[config.mk]
export PLATFORM = sky130hd
export DESIGN_NAME = score_keeper
export DESIGN_NICKNAME = d
export VERILOG_FILES = /design/src/rtl/score_keeper.sv
export SDC_FILE = /design/constraint.sdc
export NUM_CORES = 1
export LEC_CHECK = 0
export ABC_CLOCK_PERIOD_IN_PS = 4350
export CAP_MARGIN = 10
export CORE_UTILIZATION = 25
export CTS_BUF_LIST = sky130_fd_sc_hd__clkbuf_8
export DETAILED_ROUTE_END_ITERATION = 16
export SYNTH_ARGS = -nofsm -noshare
export SYNTH_HDL_FRONTEND = slang
export SYNTH_SLANG_ARGS = --single-unit
[constraint.sdc]
create_clock -name clk -period 4.35 [get_ports clk]
set_clock_uncertainty 0.1 [all_clocks]
set_input_delay 0.6525 -clock clk [delete_from_list [all_inputs] [get_ports clk]]
set_output_delay 0.6525 -clock clk [all_outputs]
set_load 0.03 [all_outputs]
[src/rtl/score_keeper.sv]
// BCD score accumulator: queues scoring events, adds them one BCD digit per cycle, tracks high score.
// Optional extra-life award is built when SCORE_EXTRA_LIFE_EN is defined. MODE encoding: 0 loading, 1 ready, 2 play, 3 fail.
module score_keeper (
   input  logic        clk,
   input  logic        rst,
   input  logic [2:0]  MODE,
   input  logic        clear,
   input  logic        pellet_eaten,
   input  logic        power_eaten,
   input  logic        fruit_eaten,
   input  logic        ghost_eaten,
   output logic [15:0] score,
   output logic [15:0] high_score,
   output logic        busy,
   output logic        drop,
   output logic        extra_life
);

   localparam logic [2:0] GAME_MODE_LOADING = 3'd0;
   localparam logic [2:0] GAME_MODE_READY   = 3'd1;
   localparam logic [2:0] GAME_MODE_FAIL    = 3'd3;

   typedef enum logic [1:0] {StIdle, StLoad, StAdd, StCommit} state_e;

   state_e      state_q, state_d;
   logic [3:0]  flags_q, flags_d;  // {ghost, power, fruit, pellet}
   logic [1:0]  combo_q, combo_d;
   logic [15:0] addend_q, addend_d;
   logic [15:0] acc_q, acc_d;
   logic        carry_q, carry_d;
   logic [1:0]  idx_q, idx_d;
   logic [15:0] score_q, score_d;
   logic [15:0] high_q, high_d;
   logic        commit_q, commit_d;
   logic        drop_q, drop_d;

   logic        play;
   logic [3:0]  ev;
   logic [3:0]  accept;
   logic [3:0]  svc;
   logic [4:0]  dsum;

   always_comb begin
      play   = !(MODE == GAME_MODE_LOADING || MODE == GAME_MODE_READY || MODE == GAME_MODE_FAIL);
      ev     = {ghost_eaten, power_eaten, fruit_eaten, pellet_eaten} & {4{play}};
      accept = ev & ~flags_q;
      dsum   = {1'b0, acc_q[{idx_q, 2'b00} +: 4]} + {1'b0, addend_q[{idx_q, 2'b00} +: 4]}
               + {4'b0000, carry_q};

      state_d  = state_q;
      flags_d  = flags_q | accept;
      combo_d  = combo_q;
      addend_d = addend_q;
      acc_d    = acc_q;
      carry_d  = carry_q;
      idx_d    = idx_q;
      score_d  = score_q;
      commit_d = 1'b0;
      drop_d   = drop_q | (|(ev & flags_q));
      svc      = 4'b0000;

      unique case (state_q)
         StIdle: begin
            if (|flags_d) state_d = StLoad;
         end
         StLoad: begin
            if (flags_q[3]) begin
               svc = 4'b1000;
               unique case (combo_q)
                  2'd0:    addend_d = 16'h0200;
                  2'd1:    addend_d = 16'h0400;
                  2'd2:    addend_d = 16'h0800;
                  default: addend_d = 16'h1600;
               endcase
               if (combo_q != 2'd3) combo_d = combo_q + 2'd1;
            end else if (flags_q[2]) begin
               // Servicing a power pellet also restarts the ghost chain.
               svc      = 4'b0100;
               addend_d = 16'h0050;
               combo_d  = 2'd0;
            end else if (flags_q[1]) begin
               svc      = 4'b0010;
               addend_d = 16'h0100;
            end else begin
               svc      = 4'b0001;
               addend_d = 16'h0010;
            end
            flags_d = (flags_q & ~svc) | accept;
            acc_d   = score_q;
            carry_d = 1'b0;
            idx_d   = 2'd0;
            state_d = StAdd;
         end
         StAdd: begin
            // Adding 6 modulo 16 is the BCD correction for a digit sum above 9.
            if (dsum > 5'd9) begin
               acc_d[{idx_q, 2'b00} +: 4] = dsum[3:0] + 4'd6;
               carry_d = 1'b1;
            end else begin
               acc_d[{idx_q, 2'b00} +: 4] = dsum[3:0];
               carry_d = 1'b0;
            end
            idx_d = idx_q + 2'd1;
            if (idx_q == 2'd3) state_d = StCommit;
         end
         StCommit: begin
            score_d  = carry_q ? 16'h9999 : acc_q;
            commit_d = 1'b1;
            state_d  = StIdle;
         end
      endcase

      if (accept[2]) combo_d = 2'd0;

      if (clear) begin
         state_d  = StIdle;
         flags_d  = 4'b0000;
         combo_d  = 2'd0;
         score_d  = 16'h0000;
         commit_d = 1'b0;
         drop_d   = drop_q;
      end

      high_d = (commit_q && (score_q > high_q)) ? score_q : high_q;
   end

   always_ff @(posedge clk or posedge rst) begin
      if (rst) begin
         state_q  <= StIdle;
         flags_q  <= 4'b0000;
         combo_q  <= 2'd0;
         addend_q <= 16'h0000;
         acc_q    <= 16'h0000;
         carry_q  <= 1'b0;
         idx_q    <= 2'd0;
         score_q  <= 16'h0000;
         high_q   <= 16'h0000;
         commit_q <= 1'b0;
         drop_q   <= 1'b0;
      end else begin
         state_q  <= state_d;
         flags_q  <= flags_d;
         combo_q  <= combo_d;
         addend_q <= addend_d;
         acc_q    <= acc_d;
         carry_q  <= carry_d;
         idx_q    <= idx_d;
         score_q  <= score_d;
         high_q   <= high_d;
         commit_q <= commit_d;
         drop_q   <= drop_d;
      end
   end

   assign score      = score_q;
   assign high_score = high_q;
   assign busy       = (|flags_q) || (state_q != StIdle);
   assign drop       = drop_q;

`ifdef SCORE_EXTRA_LIFE_EN
   logic award_q, award_d;
   logic extra_q, extra_d;

   always_comb begin
      award_d = award_q;
      extra_d = 1'b0;
      if (clear) begin
         award_d = 1'b0;
      end else if (state_q == StCommit && !award_q && score_q[15:12] == 4'd0
                   && score_d[15:12] != 4'd0) begin
         award_d = 1'b1;
         extra_d = 1'b1;
      end
   end

   always_ff @(posedge clk or posedge rst) begin
      if (rst) begin
         award_q <= 1'b0;
         extra_q <= 1'b0;
      end else begin
         award_q <= award_d;
         extra_q <= extra_d;
      end
   end

   assign extra_life = extra_q;
`else
   assign extra_life = 1'b0;
`endif

endmodule

==> summary.md, run 1 <==
| Metric | Value |
|---|---|
| First-pass GRT wire length | 15600 um |
| Post-synthesis sequential area ratio | 0.432 |
| Placed cell areas | 0.00458 sq mm |
| HP Class | reg2reg |
| Final setup viols | 0 |
| Vias in the first global route | 3019 |
| Maxcap violations | 0 |
| Post-CTS Hold Buffers | 0 |
| CORE AREA | 0.0153 sq mm |
| Clock Pin Slew Worst Setup and Hold Paths | 70 ps |
| CTS tree | done |
| Final HPWL DP | 6880 um |
| Largest net degree at the start of global routing | 44 |
| Fill cells | 1612 |
| Worst-case clock buffer depth | 2 |
| Final Power | 2240 uW |
| Iteration-0 DRC Markers | 106 |
| Top Metal Used | met4 |
| Antenna violations before repair | 0 |
| Die ar. | 0.0163 sq mm |
| Most common cell in the netlist | dfrtp_1 |
| Nets | 473 |
| Num CTS Buffers | 9 |
| Largest cells by area after synthesis | dfrtp_1 43%, ha_1 10%, inv_1 3.8%, mux2_4 3.8%, mux2_2 3.1% |
| Crit path cell chain | mux4_2 -> fa_1 -> inv_1 -> fa_1 -> ha_1 -> nor2b_1 -> a31o_2 -> o311ai_2 -> mux2_2 -> o21ai_0 |
| Unrepaired setup endpoints after global routing | false |
| Crit path max fanout | 12 |
| Place WS | 358 ps |
| # resized after CTS | 0 |
| Root buffer cell | clkbuf_8 |
| Worst R2R Setup Slack | 360 ps |
| Routed wire length | 9120 um |
| DR WL/cell | 14.2 um |
| Synth Warn # | 0 |
| FFs w/ async S/R, synth | 1.00 |
| PnR worst setup slack | 359 ps |
| Hold Vio Cnt, Final | 0 |
| Die Wd | 128 um |
| Worst path required time | 4510 ps |
| DRC | 0 |
| Top FF cell, synth | dfrtp_1 |
| DR WL met3 | 416 um |
| Worst-Skew Late Latency | 340 ps |
| Number of antenna-violating nets in the routed design | 0 |
| M1 wire length | 4280 um |
| IO Count | 45 |
| Syn nets | 431 |
| Worst-Margin Slew | 1000 ps |
| CP Class | reg2reg |
| Final GP Congestion | 0.837 |
| Worst VDD drop | 0.168 mV |
| Fin Setup TNS | 0 ps |
| Routed wl met2 | 4360 um |
| FF+latch count, synth | 68 |
| Maximum clock rate | 251 MHz |
| Worst Setup End Kind | flop |
| R2r worst-path depth | 10 |
| Mapped Avg Cell Area | 10.2 sq um |
| H-tree levels | 3 |
| Share of cells above drive strength 1 | 0.118 |
| Gate Count Post-Synth | 386 |
| Most used cell, CP | fa_1 |
| Drt pass-1 iters | 4 |
| Hold Crit Depth | 1 |
| Pwr Density | 468 mW/mm^2 |
| Synth top cells by count | 68 x dfrtp_1, 40 x inv_1, 33 x ha_1 |
| Max Slew Vio Count | 0 |
| Routed vias | 3004 |
| Post-synthesis cell type count | 44 |
| Crit-path slowest cell | dfrtp_1 |
| Slew margin rel. | 0.333 |
| Sink Count | 68 |
| Row cnt | 45 |
| Leak | 0.00200 uW |
| Tmin final | 3990 ps |
| Grt ovf | 0 |
| Final Cycle Share | 0.918 |
| Outcome | complete, no violations |
| Vias per cell | 4.66 |
| Arrival time worst endpoint | 4150 ps |
| Final non-filler cell area | 0.00478 sq mm |
| Number of flops mapped to enable cells by yosys | 0 |
| PortBufs | 43 |
| Starting Density | 0.257 |
| Top cell type's share of synthesized area | 0.432 |
| Post-Syn Area | 0.00394 sq mm |
| GRT Total Usage | 0.122 |
| Setup crit start kind | flop |
| Post-CTS setup buffers | 0 |
| Largest area contributor in the netlist | dfrtp_1 |
| Die height | 128 um |
| # diodes | 0 |
| CP max stage delay | 670 ps |
| Synthesis-to-layout area growth | 21.4% |
-- sequential cells by signal, summed over array words and instances (netlist names) --
name        cells
acc_q          16
score          16
drop            1
carry_q         1
addend_q        7
idx_q           2
flags_q         4
high_score     16
commit_q        1
combo_q         2
state_q         2
-- stage by stage --
stage	util	hold slack, ps	std cells
final	0.312	379	644
after global routing	0.312	408	644
after CTS	0.312	384	644
after detailed placement	0.299	362	628
after global placement	0.299	357	628
after floorplan	-	373	386
-- layout by cell type, fill, tap and decap left out, types with 11 or more instances in the layout --
cell             netlist  final
a21oi_1               23     23
inv_1                 40     41
ha_1                  33     33
a22oi_1               11     11
mux2_2                11     11
nand3_1               18     18
o21ai_0               24     24
nand2_1               16     16
nor2_1                30     30
clkbuf_8               0     11
clkdlybuf4s50_1        0     43
dfrtp_1               68     68
mux2i_1               11     11
-- worst max-delay path, delay by kind of cell, from the launching register on --
kind	cells	cell delay, ps
flops	1	670
mux	2	1010
compound gates	3	790
fa+ha+maj	3	1120
simple gates	1	130
buf+inv	1	90
-- layer usage --
| layer | vias up | GRT usage |
|---|---|---|
| met5 | - | 0 |
| met4 | 0 | 0.0280 |
| met3 | 5 | 0.0335 |
| met2 | 71 | 0.204 |
| met1 | 1484 | 0.155 |
| li1 | 1444 | - |
-- cell type report --
type                    instances  area [sq um]  area share
clock buffers                  11           151      0.0316
repair buffers                 46           453      0.0947
flip-flops and latches         68          1700       0.356
inverters                      41           154      0.0322
multi-input cells             262          2010       0.420
clock inverters                 5          52.6      0.0110
well taps                     211           264      0.0552
-- worst paths after layout --
check                                             to            startpoint
setup / recovery               acc_q[10]$_DFFE_PP0P_  idx_q[0]$_DFFE_PP0P_
hold / removal                      drop$_DFFE_PP0N_      drop$_DFFE_PP0N_
setup reg to reg               acc_q[10]$_DFFE_PP0P_  idx_q[0]$_DFFE_PP0P_
hold reg to reg                     drop$_DFFE_PP0N_      drop$_DFFE_PP0N_
max in group asynchronous       flags_q[1]$_DFF_PP0_                   rst
min in group asynchronous  high_score[4]$_DFFE_PP0P_                   rst
-- power by group --
group          switching [uW]  internal (uW)  leakage (uW)
Clock                     240            292      0.000104
Combinational             501            363      0.000962
Sequential                114            730      0.000931
-- cell families after synthesis --
logic type	after synthesis	share of synthesized area
multiplexers	36	0.120
adder cells (fa/ha/maj)	35	0.115
flip-flops	68	0.432
other	1	0.000952
AND/OR/NAND/NOR	100	0.124
AO/OA/AOI/OAI	88	0.145
XOR/XNOR	2	0.00445
buffers and inverters	56	0.0584
No activity file was read; power rests on OpenSTA's default activity.
==> run 2, diff against run 1 <==
--- a/config.mk
+++ b/config.mk
@@ -7,7 +7,7 @@
 export LEC_CHECK = 0
 export ABC_CLOCK_PERIOD_IN_PS = 4350
 export CAP_MARGIN = 10
-export CORE_UTILIZATION = 25
+export CORE_UTILIZATION = 35
 export CTS_BUF_LIST = sky130_fd_sc_hd__clkbuf_8
 export DETAILED_ROUTE_END_ITERATION = 16
 export SYNTH_ARGS = -nofsm -noshare
==> run 2 against run 1 <==
  * Global-route usage increased by 5.3 points
  * Critical endpoint is now acc_q[2]$_DFFE_PP0P_
  * Via count decreased by 0.50%
  * Critical path depth unchanged
  * Final cell count decreased by 11%
  * Power increased by 1.2%
  * Largest cell class unchanged
  * Die area decreased by 28%
==> summary.md, run 2 (synthesis gave the netlist of run 1 again) <==
| Metric | Value |
|---|---|
| Place WS | 540 ps (was 358 ps) |
| Worst path required time | 4530 ps (was 4510 ps) |
| Grt ovf | 0 (unchanged) |
| Routed wl met2 | 4460 um (was 4360 um) |
| Sink Count | 68 (unchanged) |
| Hold-critical path endpoint | drop$_DFFE_PP0N_ (unchanged) |
| Largest net degree at the start of global routing | 34 (was 44) |
| Number of instances in the placed design | 558 (was 628) |
| R2r worst-path depth | 10 (unchanged) |
| Post-CTS setup buffers | 0 (unchanged) |
| Routed wire length | 9120 um (about the same) |
| Maxcap violations | 0 (unchanged) |
| DR WL/cell | 15.9 um (was 14.2 um) |
| Final GP Congestion | 0.920 (was 0.837) |
| Worst-Skew Late Latency | 360 ps (was 340 ps) |
| Final HPWL DP | 6830 um (was 6880 um) |
| Pwr Density | 482 mW/mm^2 (was 468 mW/mm^2) |
| Commonest non-fill, non-tap cell in the layout | dfrtp_1 (unchanged) |
| Num CTS Buffers | 9 (unchanged) |
| Multi-input gate area | 0.00201 sq mm (unchanged) |
| Post-CTS Hold Buffers | 0 (unchanged) |
| Synthesis-to-layout area growth | 19.4% (was 21.4%) |
| Hold Vio Cnt, Final | 0 (unchanged) |
| Die Wd | 108 um (was 128 um) |
| Routed vias | 2989 (was 3004) |
| Fin Setup TNS | 0 ps (unchanged) |
| Setup crit start kind | flop (unchanged) |
| Worst VDD drop | 0.375 mV (was 0.168 mV) |
| Worst-Margin Slew | 1040 ps (was 1000 ps) |
| GRT Total Usage | 0.175 (was 0.122) |
| # diodes | 0 (unchanged) |
| Starting Density | 0.362 (was 0.257) |
| Top Metal Used | met4 (unchanged) |
| Most frequent cells in the layout | 68 x dfrtp_1, 43 x clkdlybuf4s50_1, 40 x inv_1 (was 68 x dfrtp_1, 43 x clkdlybuf4s50_1, 41 x inv_1) |
| Fill cells | 1084 (was 1612) |
| Crit path cell chain | mux4_2 -> fa_1 -> inv_1 -> fa_1 -> ha_1 -> nor2b_1 -> a31o_2 -> o311ai_2 -> mux2_2 -> o21ai_0 (unchanged) |
| Hold Crit Depth | 1 (unchanged) |
| Die ar. | 0.0117 sq mm (was 0.0163 sq mm) |
| Worst Setup End Kind | flop (unchanged) |
| Leak | 0.00200 uW (about the same) |
| DR WL met3 | 317 um (was 416 um) |
| First-pass GRT wire length | 15400 um (was 15600 um) |
| # resized after CTS | 0 (unchanged) |
| Non-Filler Instances | 573 (was 644) |
| Final hold slack | 379 ps (about the same) |
| Outcome | complete, no violations (unchanged) |
| Clock Pin Slew Worst Setup and Hold Paths | 70 ps (about the same) |
| IO Count | 45 (unchanged) |
| Share of cells above drive strength 1 | 0.120 (was 0.118) |
| Drt pass-1 iters | 4 (unchanged) |
| Reg2reg start | idx_q[0]$_DFFE_PP0P_ (unchanged) |
| Root buffer cell | clkbuf_8 (unchanged) |
| Final setup viols | 0 (unchanged) |
| Crit-path slowest cell | mux4_2 (was dfrtp_1) |
| Maximum clock rate | 261 MHz (was 251 MHz) |
| Final Cycle Share | 0.881 (was 0.918) |
| Row cnt | 38 (was 45) |
| CORE AREA | 0.0109 sq mm (was 0.0153 sq mm) |
| Number of antenna-violating nets in the routed design | 0 (unchanged) |
| Register area | 0.00170 sq mm (unchanged) |
| Crit path max fanout | 8 (was 12) |
| CTS tree | done (unchanged) |
| Worst R2R Setup Slack | 520 ps (was 360 ps) |
| Most used cell, CP | fa_1 (unchanged) |
| Buf/Inv on CP | 1 (unchanged) |
| Worst Min Path Start | drop$_DFFE_PP0N_ (unchanged) |
| Vias in the first global route | 3045 (was 3019) |
| M1 wire length | 4150 um (was 4280 um) |
| PortBufs | 43 (unchanged) |
| Unrepaired setup endpoints after global routing | false (unchanged) |
| Delay-heaviest family, CP | adder cells (unchanged) |
| H-tree levels | 3 (unchanged) |
| PnR worst setup slack | 516 ps (was 359 ps) |
| DRC | 0 (unchanged) |
| HP Class | reg2reg (unchanged) |
| CP max stage delay | 570 ps (was 670 ps) |
| Nets | 474 (was 473) |
| RR Endpoint | acc_q[2]$_DFFE_PP0P_ (was acc_q[10]$_DFFE_PP0P_) |
| Vias per cell | 5.22 (was 4.66) |
| Max Slew Vio Count | 0 (unchanged) |
| Worst-case clock buffer depth | 2 (unchanged) |
| Slew margin rel. | 0.303 (was 0.333) |
| CP Class | reg2reg (unchanged) |
| Antenna violations before repair | 0 (unchanged) |
| Die height | 108 um (was 128 um) |
| Arrival time worst endpoint | 4010 ps (was 4150 ps) |
| Iteration-0 DRC Markers | 118 (was 106) |
| Tmin final | 3830 ps (was 3990 ps) |
## run 2: cell type report
class | count | area share
multi-input combinational | 262 | 0.427
sequential | 68 | 0.362
timing repair buffer | 47 | 0.0979
tap | 140 | 0.0372
inverter | 41 | 0.0327
clock buffer | 9 | 0.0263
clock inverter | 6 | 0.0173
## run 2: worst max path at each step
stage / from / endpoint / slack (ps) / cells past startpoint
after floorplan: idx_q[0]$_DFFE_PP0P_ / acc_q[14]$_DFFE_PP0P_ / 480 / 11
after CTS: idx_q[0]$_DFFE_PP0P_ / acc_q[10]$_DFFE_PP0P_ / 530 / 10
final: idx_q[0]$_DFFE_PP0P_ / acc_q[2]$_DFFE_PP0P_ / 520 / 10
after global placement: idx_q[0]$_DFFE_PP0P_ / acc_q[14]$_DFFE_PP0P_ / 630 / 10
after detailed placement: idx_q[0]$_DFFE_PP0P_ / acc_q[10]$_DFFE_PP0P_ / 540 / 10
after global routing: idx_q[0]$_DFFE_PP0P_ / acc_q[10]$_DFFE_PP0P_ / 290 / 14
## run 2: power breakdown
group,internal [uW],switching [uW]
registers,730,106
clock network,315,246
logic,367,502
total,1410,854
## run 2: worst reg2reg max path, delay by kind of cell, from the launching register on
kind / cells / cell delay (ps)
buffers and inverters: 1 / 80
and+or+nand+nor: 1 / 140
AOI/OAI and AO/OA: 3 / 810
muxes: 2 / 990
adders and majority gates: 3 / 1120
DFF: 1 / 510
## run 2: metal layers
layer  track usage  up-vias
met2         0.295       74
li1              -     1442
met5             0        -
met4        0.0734        0
met3        0.0404       15
met1         0.213     1458
## run 2: metrics by stage
| step | total power [uW] | utilization | instance area (sq um) |
|---|---|---|---|
| 2_1_floorplan | 1470 | - | 3940 |
| 3_3_place_gp | 1700 | 0.413 | 4500 |
| 3_5_place_dp | 1720 | 0.413 | 4500 |
| 4_1_cts | 2280 | 0.432 | 4700 |
| 5_1_grt | 2420 | 0.432 | 4700 |
| 6_report | 2270 | 0.432 | 4700 |
